--- config.mk ---
export PLATFORM = sky130hd
export DESIGN_NAME = rv_bus_arbiter
export DESIGN_NICKNAME = d
export VERILOG_FILES = /design/src/rtl/rv_bus_arbiter.sv
export SDC_FILE = /design/constraint.sdc
export NUM_CORES = 1
export LEC_CHECK = 0
export CELL_PAD_IN_SITES_DETAIL_PLACEMENT = 1
export CELL_PAD_IN_SITES_GLOBAL_PLACEMENT = 2
export CORE_UTILIZATION = 10
export CTS_BUF_LIST = sky130_fd_sc_hd__clkbuf_8
export DETAILED_ROUTE_END_ITERATION = 12
export GPL_TIMING_DRIVEN = 0
export PLACE_DENSITY = 0.95
export RECOVER_POWER = 25
export SKIP_LAST_GASP = 1
export SYNTH_ARGS = -nofsm -noshare
export SYNTH_HDL_FRONTEND = slang
export SYNTH_SLANG_ARGS = --single-unit
--- constraint.sdc ---
create_clock -name i_clk -period 2 [get_ports i_clk]
set_clock_uncertainty 0.2 [all_clocks]
set_input_delay 0.4 -clock i_clk [delete_from_list [all_inputs] [get_ports i_clk]]
set_output_delay 0.4 -clock i_clk [all_outputs]
set_load 0.005 [all_outputs]
--- src/rtl/rv_bus_arbiter.sv ---
// Two-requester arbiter sharing one single-beat Wishbone-style port between fetch and LSU.
// Optional fetch starvation guard: define RV_BUS_ARB_STARVE_GUARD_EN.
module rv_bus_arbiter #(
   parameter int IADDR_SPACE_BITS = 16,
   parameter int DADDR_SPACE_BITS = 32,
   parameter int STARVE_LIMIT     = 4
) (
   input  logic                        i_clk,
   input  logic                        i_reset_n,
   input  logic [IADDR_SPACE_BITS-1:0] i_fetch_addr,
   input  logic                        i_fetch_cyc,
   output logic [31:0]                 o_fetch_rdata,
   output logic                        o_fetch_ack,
   input  logic [DADDR_SPACE_BITS-1:0] i_data_addr,
   input  logic [31:0]                 i_data_wdata,
   input  logic [3:0]                  i_data_sel,
   input  logic                        i_data_we,
   input  logic                        i_data_cyc,
   output logic [31:0]                 o_data_rdata,
   output logic                        o_data_ack,
   output logic [31:0]                 o_bus_addr,
   output logic [31:0]                 o_bus_wdata,
   output logic [3:0]                  o_bus_sel,
   output logic                        o_bus_we,
   output logic                        o_bus_cyc,
   input  logic [31:0]                 i_bus_rdata,
   input  logic                        i_bus_ack,
   output logic                        o_grant_data
);

   typedef enum logic [1:0] {IDLE, GNT_I, GNT_D} state_t;

   state_t state, state_nxt;
   logic   decide;
   logic   starve_hit;
   logic   grant_d;
   logic   grant_i;

   if (STARVE_LIMIT < 1 || STARVE_LIMIT > 15) begin : g_bad_limit
      $error("rv_bus_arbiter: STARVE_LIMIT must be in 1..15");
   end

   // Data wins ties unless fetch has been passed over STARVE_LIMIT times in a row.
   assign grant_d = i_data_cyc && !(i_fetch_cyc && starve_hit);
   assign grant_i = i_fetch_cyc && !grant_d;

`ifdef RV_BUS_ARB_STARVE_GUARD_EN
   localparam logic [3:0] STARVE_LIM4 = 4'(STARVE_LIMIT);

   logic [3:0] starve_cnt, starve_cnt_nxt;

   assign starve_hit = (starve_cnt == STARVE_LIM4);

   always_comb begin
      starve_cnt_nxt = starve_cnt;
      if (decide) begin
         if (!i_fetch_cyc || grant_i) starve_cnt_nxt = 4'd0;
         else if (grant_d)            starve_cnt_nxt = starve_cnt + 4'd1;
      end
   end

   always_ff @(posedge i_clk or negedge i_reset_n) begin
      if (!i_reset_n) starve_cnt <= 4'd0;
      else            starve_cnt <= starve_cnt_nxt;
   end
`else
   assign starve_hit = 1'b0;
`endif

   always_ff @(posedge i_clk or negedge i_reset_n) begin
      if (!i_reset_n) state <= IDLE;
      else            state <= state_nxt;
   end

   // A dropped owner cyc aborts the transfer; an ack re-arbitrates in the same edge.
   always_comb begin
      state_nxt = state;
      decide    = 1'b0;
      case (state)
         IDLE:  decide = 1'b1;
         GNT_I: begin
            if (!i_fetch_cyc)   state_nxt = IDLE;
            else if (i_bus_ack) decide    = 1'b1;
         end
         GNT_D: begin
            if (!i_data_cyc)    state_nxt = IDLE;
            else if (i_bus_ack) decide    = 1'b1;
         end
         default: state_nxt = IDLE;
      endcase
      if (decide) begin
         if (grant_d)      state_nxt = GNT_D;
         else if (grant_i) state_nxt = GNT_I;
         else              state_nxt = IDLE;
      end
   end

   always_comb begin
      o_bus_cyc     = 1'b0;
      o_bus_addr    = 32'h0;
      o_bus_wdata   = 32'h0;
      o_bus_sel     = 4'h0;
      o_bus_we      = 1'b0;
      o_fetch_ack   = 1'b0;
      o_data_ack    = 1'b0;
      o_fetch_rdata = 32'h0;
      o_data_rdata  = 32'h0;
      o_grant_data  = 1'b0;
      case (state)
         GNT_I: begin
            o_bus_cyc   = i_fetch_cyc;
            o_bus_addr  = 32'(i_fetch_addr);
            o_bus_sel   = 4'hF;
            o_fetch_ack = i_fetch_cyc & i_bus_ack;
         end
         GNT_D: begin
            o_bus_cyc    = i_data_cyc;
            o_bus_addr   = 32'(i_data_addr);
            o_bus_wdata  = i_data_wdata;
            o_bus_sel    = i_data_sel;
            o_bus_we     = i_data_we;
            o_data_ack   = i_data_cyc & i_bus_ack;
            o_grant_data = 1'b1;
         end
         default: ;
      endcase
      o_fetch_rdata = o_fetch_ack ? i_bus_rdata : 32'h0;
      o_data_rdata  = o_data_ack  ? i_bus_rdata : 32'h0;
   end

endmodule

== Word level (Yosys, flattened, before mapping) ==
Cells that the tools add are included.

* Flip-flop bits (word level): 2
* Input port bits: 122
* Output and inout port bits: 137
* Word-level logic and storage cells: 32

* Equality and inequality tests: 5
* Multiplexer cells: 20
* Bitwise operators: 2
* Reduce and logical (&&, ||, !) cells: 4

{| class="wikitable"
|+ Operators with widths
! cell !! number
|-
| 32-bit two-way mux || 3
|-
| 32-bit one-hot mux with 2 select lines || 1
|-
| 1-bit two-way mux || 8
|-
| 2-bit two-way mux || 4
|-
| 4-bit one-hot mux with 2 select lines || 1
|-
| 3-bit inequality test (second input constant) || 2
|-
| 2-bit one-hot mux with 3 select lines || 1
|-
| 1-bit one-hot mux with 3 select lines || 1
|-
| 3-bit AND reduction || 1
|-
| 1-bit bitwise AND || 2
|-
| 2-bit by 1-bit equality test with 1-bit output (second input constant) || 1
|-
| 2-bit equality test (second input constant) || 1
|-
| 2-bit zero test || 1
|-
| 2-bit inequality test (second input constant) || 1
|-
| 1-bit one-hot mux with 2 select lines || 1
|-
| 1-bit logical AND || 1
|-
| 1-bit zero test || 1
|}

== Longest topological paths before layout ==
Gate-level depths: netlist of run 1.

* Depth after elaboration: 5
* Depth in mapped cells: 6
* Gate-level depth less buffers: 5

== Least setup slack after synthesis of run 1 ==
OpenSTA, ideal clock, no wires.

* Kind: reg2out
* From: reg state[0]
* To: out o_data_rdata[22]
* Arrival time: 1,244 ps
* Data required time: 1,400 ps
* Setup slack: 156 ps
* Stages on the path, launching flop included: 7
* Buffers on the path: 2
* Path through: dfrtp_1 > inv_1 > ha_1 > buf_6 > and3_4 > buf_6 > and2_1

* Cells in the longest elaborated chain, start to end: 3

{| class="wikitable"
|+ RTL lines
! what !! RTL line !! source
|-
| start, declared || 33 || <nowiki>state_t state, state_nxt;</nowiki>
|-
| start signal, assigned || 72 || <nowiki>else state <= state_nxt;</nowiki>
|-
| 2-bit equality test || 109 || <nowiki>case (state)</nowiki>
|-
| 1-bit two-way mux || 109 ||
|-
| named net o_data_ack || 20 || <nowiki>output logic o_data_ack,</nowiki>
|-
| 32-bit two-way mux || 128 || <nowiki>o_data_rdata = o_data_ack ? i_bus_rdata : 32'h0;</nowiki>
|-
| end, declared || 19 || <nowiki>output logic [31:0] o_data_rdata,</nowiki>
|}

The timed path passes the listed nets, and every way through them passes these cells.

== Final worst setup path of run 1 ==
* From: in i_data_cyc
* To: out o_data_rdata[13]

* Cells in the longest elaborated chain, start to end: 3

{| class="wikitable"
|+ RTL lines
! what !! RTL line !! source
|-
| start, declared || 18 || <nowiki>input logic i_data_cyc,</nowiki>
|-
| 1-bit bitwise AND || 122 || <nowiki>o_data_ack = i_data_cyc & i_bus_ack;</nowiki>
|-
| 1-bit two-way mux || 109 ||
|-
| 32-bit two-way mux || 128 ||
|}

No other way between the ends.

==> impl_metrics.toml, run 1 <==
[die]
dieHeight_um = 114
die_w_um = 114
start_util = 0.104
ioPinCount = 259
rows = 40
core_area_um2 = 12200
dieArea_um2 = 13100

[yosys]
syn_area_um2 = 1260
synth_top_area_frac = 0.559
synth_compound_area_frac = 0.139
yosys.area_share.simple = 0.685
synth-adder-area-share = 0.0396
yosys.area.top_type = "and2_1"
synth_cells = 190
synth-seq-cells = 2
syn_nets = 316
synth.area.top_cells = "and2_1 56%, nor2b_1 11%, a22oi_1 10%"
synth-xor-area-share = 0
muxShareOfSynthArea = 0
ys_warn_count = 0
synth_top_family_by_area = "simple AND/OR/NAND/NOR gates"
ys_types = 16
synth_area_per_cell_um2 = 6.65
synth.yosys.seq_area_share = 0.0396

[finish]
top_register = "state"
largest_reg_flops = 2
layout_commonest_cell = "clkdlybuf4s50_1"
drive_gt1_frac = 0.561
most-common-layout-cells = "135 x clkdlybuf4s50_1, 107 x buf_6, 64 x and2_4"
final_nets = 627
fin_util = 0.402
fillerInstances = 1422
top_regs = "state x2"
syn_to_final_growth_pct = 287

[global_routing]
grt_usage = 0.140
grt.busiest_layer = "met2"
grt_max_degree = 11
use_met2 = 0.310
grtUsageMet3 = 0.0334
grt_overflow_total = 0
met1_usage = 0.127
grt_pass1_wl_um = 14300
first_global_vias = 2736
antenna_found_initial = 1

[setup_path]
worstPathRequired_ns = 1.40
crit_arrival_ns = 1.79
setup.worst_path.start_class = "input port"
crit_type = "input port to output pin"
endpoint_kind = "output pin"
crit_fanout = 7

[routing]
ant_nets = 0
viasPerCell = 3.86
drc = 0
avgRoutedWirePerCell_um = 15.5
drt_wl_total_um = 10300
drt_iter0_drc = 45
vias = 2578
first_pass_iters = 3

[clock_tree]
clkLatencyLatePin_ns = 0.21
cts.clk_slew.worst_paths_ns = 0.03
ctsLongestPathBuffers = 2
cts_root_buffer = "clkbuf_8"
cts_sinks = 2
hold_buffers = 0
cts_max_level = 1
numCtsBuffers = 3
cts_tree = "done"

[sta]
timing.final.crit_share = 1.20
slew_headroom = 0.753
fmax_ghz = 0.418
period_needed_ns = 2.39
tightest_slew_ns = 0.370
slew_viol_final = 0
rsz0062_at_grt = "true"
fin_hold_ws_ns = 0.233
hold_viol = 0
finalSetupViolations = 134
setup_slack_ns = -0.394

[run_status]
status = "finished, violations left"
failed_checks = "setup timing"

[pwr]
p_sw_frac = 0.365
p_leak_nw = 2.28
pwr-share-comb = 0.933
clkPwrFrac = 0.045
p_per_area_nw_per_um2 = 721
switchingPower_w = 0.00129
p_int_w = 0.00224
p_seq_frac = 0.023
peakVddDrop_mv = 0.336

[placed_design]
hpwl_um = 7430
port_buffers = 258
gp_congestion = 0.727

[min_path]
min-delay-path-class = "input port to async pin"

[run]
drv_cap = 0
-- layout make-up --
class	instances	area, um2	area share
multi-input cells	167	1420	0.290
well taps	168	210	0.0430
flip-flops and latches	2	51.3	0.0105
clock buffers	3	41.3	0.00845
plain buffers	15	188	0.0384
repair buffers	309	2970	0.607
inverters	3	11.3	0.00230
diodes	1	2.50	0.000512
-- power by group through the flow --
stage                     logic [W]  registers [W]  clock network (W)
after floorplan            0.000948      0.0000691                  0
after global placement      0.00232      0.0000714                  0
after detailed placement    0.00237      0.0000725                  0
after CTS                   0.00311      0.0000782           0.000162
after global routing        0.00351      0.0000844           0.000170
final                       0.00329      0.0000804           0.000157
-- per-stage QoR --
step / total power, W / instance area [um2] / std cells / setup TNS [ns] / setup WS, ns
detailed placement: 0.00244 / 4060 / 616 / -75.25 / -0.790
CTS: 0.00335 / 4690 / 662 / -37.85 / -0.404
floorplan: 0.00102 / 1260 / 190 / 0 / 0.156
global route: 0.00376 / 4890 / 668 / -38.18 / -0.448
finish: 0.00352 / 4890 / 668 / -29.97 / -0.394
global placement: 0.00239 / 4060 / 616 / -71.03 / -0.773
-- routing by layer --
| metal | up-vias | part of all wire |
|---|---|---|
| met3 | 4 | 0.074 |
| met2 | 146 | 0.59 |
| met5 | - | 0 |
| met1 | 1203 | 0.33 |
| li1 | 1225 | - |
| met4 | 0 | 0.0053 |
-- synth_stat cells, drive strengths merged --
library cell	number
a22oi	17
and3	2
and2	113
a21oi	5
a211oi	2
o21bai	1
nor2	1
buf	13
dfrtp	2
ha	4
nor2b	22
inv	3
clkbuf	5
-- kinds of logic after synthesis --
kind of cell,count (synthesis)
DFF,2
and+or+nand+nor,138
buffers and inverters,21
adders and majority gates,4
AOI/OAI and AO/OA,25
-- worst paths after layout --
| check | start | to | slack, ns | cells past startpoint |
|---|---|---|---|---|
| setup / recovery | i_data_cyc | o_data_rdata[13] | -0.39 | 7 |
| hold / removal | i_reset_n | state[0] | 0.23 | 1 |
| setup reg to reg | state[1] | state[0] | 0.16 | 7 |
| hold reg to reg | state[0] | state[0] | 0.52 | 3 |
| max in group asynchronous | i_reset_n | state[1] | 1.22 | 1 |
| min in group i_clk | state[0] | state[0] | 0.52 | 3 |
-- worst max-delay path, cell delays in order --
cell	delay, ns
clkdlybuf4s50_1	0.56
and3_4	0.31
buf_6	0.13
buf_6	0.10
buf_6	0.09
and2_4	0.13
buf_6	0.08
-- what timing repair did --
| action | 4_1_cts | 5_1_grt |
|---|---|---|
| endpoints found under the hold margin | 0 | 0 |
| endpoints found under the setup margin | 137 | 136 |
| buffers inserted | 35 | 11 |
| resized for setup | 558 | 145 |
| cloned | 9 | 2 |
| pin swaps | 53 | 13 |
(Power assumes the default switching activity.)
==> inputs of run 2 (changes only) <==
--- a/config.mk
+++ b/config.mk
@@ -7,11 +7,13 @@
 export LEC_CHECK = 0
 export CELL_PAD_IN_SITES_DETAIL_PLACEMENT = 1
 export CELL_PAD_IN_SITES_GLOBAL_PLACEMENT = 2
-export CORE_UTILIZATION = 10
+export CORE_AREA = 2 2 101 103
 export CTS_BUF_LIST = sky130_fd_sc_hd__clkbuf_8
 export DETAILED_ROUTE_END_ITERATION = 12
+export DIE_AREA = 0 0 103 105
+export DONT_BUFFER_PORTS = 1
 export GPL_TIMING_DRIVEN = 0
-export PLACE_DENSITY = 0.95
+export PLACE_DENSITY = 0.5
 export RECOVER_POWER = 25
 export SKIP_LAST_GASP = 1
 export SYNTH_ARGS = -nofsm -noshare
==> run 2 against run 1 <==
Effect of this change:
- the flow still finishes with violations (setup timing)
- critical path depth is 1 lower
- fmax is 13% higher
- wire length is 33% lower
- die area is 17% lower
- register-to-register slack better by 0.13 ns
- first-iteration DRC count is 11% lower
- sequential cell count stayed put
- count of clock-buffer cells in the layout stayed put
- critical endpoint is now o_bus_addr[7]
==> impl_metrics.toml, run 2 (synthesized netlist as in run 1, its figures left out) <==
[run_status]
failed_checks = "setup timing"
status = "finished, violations left"

[setup_path]
reg2reg_slack_ns = 0.29
ff2ff_path_depth = 5
worstPathRequired_ns = 1.40
r2r_start = "state[0]"
setup.worst_path.start_class = "register"
cp-endpoint = "o_bus_addr[7]"
crit_type = "register to output pin"
crit_fanout = 10
startpoint = "state[1]"
r2r_end = "state[1]"
endpoint_kind = "output pin"
crit_arrival_ns = 1.52

[global_routing]
grt_usage = 0.102
grt_max_degree = 11
grt_overflow_total = 0
grt_pass1_wl_um = 8220
antenna_found_initial = 0
first_global_vias = 1466

[placed_design]
hpwl_um = 5370
gp_congestion = 0.697
port_buffers = 0
place_area_um2 = 1430

[finish]
final_nets = 341
top_register = "state"
n_antenna_cell = 0
largest_reg_flops = 2
syn_to_final_growth_pct = 67.7
stdcell_area_um2 = 2120
top_regs = "state x2"
layout_commonest_cell = "and2_1"
drive_gt1_frac = 0.563
most-common-layout-cells = "76 x and2_1, 36 x and2_4, 17 x buf_6"
fin_util = 0.220

[clock_tree]
cts_root_buffer = "clkbuf_8"
cts_tree = "done"
cts.clk_slew.worst_paths_ns = 0.03
cts_sinks = 2
cts_max_level = 1
ctsLongestPathBuffers = 2
numCtsBuffers = 3
clkLatencyLatePin_ns = 0.21

[sta]
timing.final.crit_share = 1.06
finalSetupViolations = 84
tightest_slew_ns = 0.371
fmax_ghz = 0.473
hold_viol = 0
slew_viol_final = 0
rsz0062_at_grt = "true"
fin_setup_tns_ns = -5.21
fin_hold_ws_ns = 0.195
period_needed_ns = 2.12
setup_slack_ns = -0.115
slew_headroom = 0.753

[routing]
first_pass_iters = 3
ant_nets = 0
viasPerCell = 4.33
avgRoutedWirePerCell_um = 19.9
drc = 0
vias = 1498
drt_wl_total_um = 6880
drt_iter0_drc = 40

[pwr]
p_per_area_nw_per_um2 = 1200
peakVddDrop_mv = 0.327
p_leak_nw = 0.852

[min_path]
min-delay-path-class = "input port to register"

[die]
core_area_um2 = 9640
ioPinCount = 259
rows = 36
dieHeight_um = 105
die_w_um = 103
dieArea_um2 = 10800
start_util = 0.131

[run]
drv_cap = 0
[run 2: cell count changes in the layout (fill, tap and decap cells not counted), moves of 6 or more]
cell | before | now
and2_1 | 49 | 76
and2_4 | 64 | 36
buf_2 | 33 | 3
buf_4 | 14 | 8
buf_6 | 107 | 17
buf_8 | 6 | 0
clkbuf_2 | 18 | 0
clkdlybuf4s50_1 | 135 | 0
nor2b_1 | 20 | 1
nor2b_4 | 1 | 15
[run 2: how the worst min path moves through the flow]
stage / startpoint / to / slack (ns) / cells past startpoint
floorplan: i_reset_n / state[0] / -0.1 / 0
global placement: i_reset_n / state[1] / -0.1 / 0
detailed placement: i_reset_n / state[0] / -0.1 / 0
CTS: i_data_cyc / state[1] / 0.19 / 2
global route: i_reset_n / state[0] / 0.23 / 1
finish: i_data_cyc / state[1] / 0.19 / 2
[run 2: final cells by class]
cell class,count,area [um2]
plain buffers,18,218
flip-flops and latches,2,51.3
repair buffers,18,189
well taps,133,166
inverters,3,11.3
fillers,1155,7520
clock buffers,3,41.3
multi-input cells,169,1440
[run 2: worst max-delay path, stage by stage, from the launching register on]
cell	delay, ns
dfrtp_2	0.42
ha_4	0.19
buf_12	0.14
buf_4	0.14
clkbuf_16	0.15
a22oi_2	0.20
nor2b_4	0.06
[run 2: per-stage QoR]
stage / instances / power [W] / setup WS [ns]
floorplan: 190 / 0.00102 / 0.156
global placement: 323 / 0.00135 / -0.187
detailed placement: 323 / 0.00136 / -0.194
CTS: 336 / 0.00215 / -0.124
global route: 346 / 0.00276 / -0.203
finish: 346 / 0.00255 / -0.115
[run 2: timing repair]
item,4_1_cts,5_1_grt
gates cloned,4,7
endpoints found under the setup margin,136,120
setup buffers,5,3
hold buffers,1,0
pin swaps,23,5
hold endpoints to repair,2,0
gates resized for setup,95,48
[run 2: layer usage]
layer  GRT usage  vias up  part of all wire  wire, um
met4      0.0122        0            0.0033        23
li1            -      652                 -         -
met1      0.0911      688              0.33      2240
met3      0.0161        2             0.089       609
met2       0.227      156              0.58      4010
met5           0        -                 0         0
[run 2: power breakdown]
part | switching, W | internal, W | total [W]
registers | 0.0000195 | 0.0000600 | 0.0000795
clock network | 0.0000283 | 0.000127 | 0.000155
logic | 0.00103 | 0.00129 | 0.00232
total | 0.00108 | 0.00147 | 0.00255
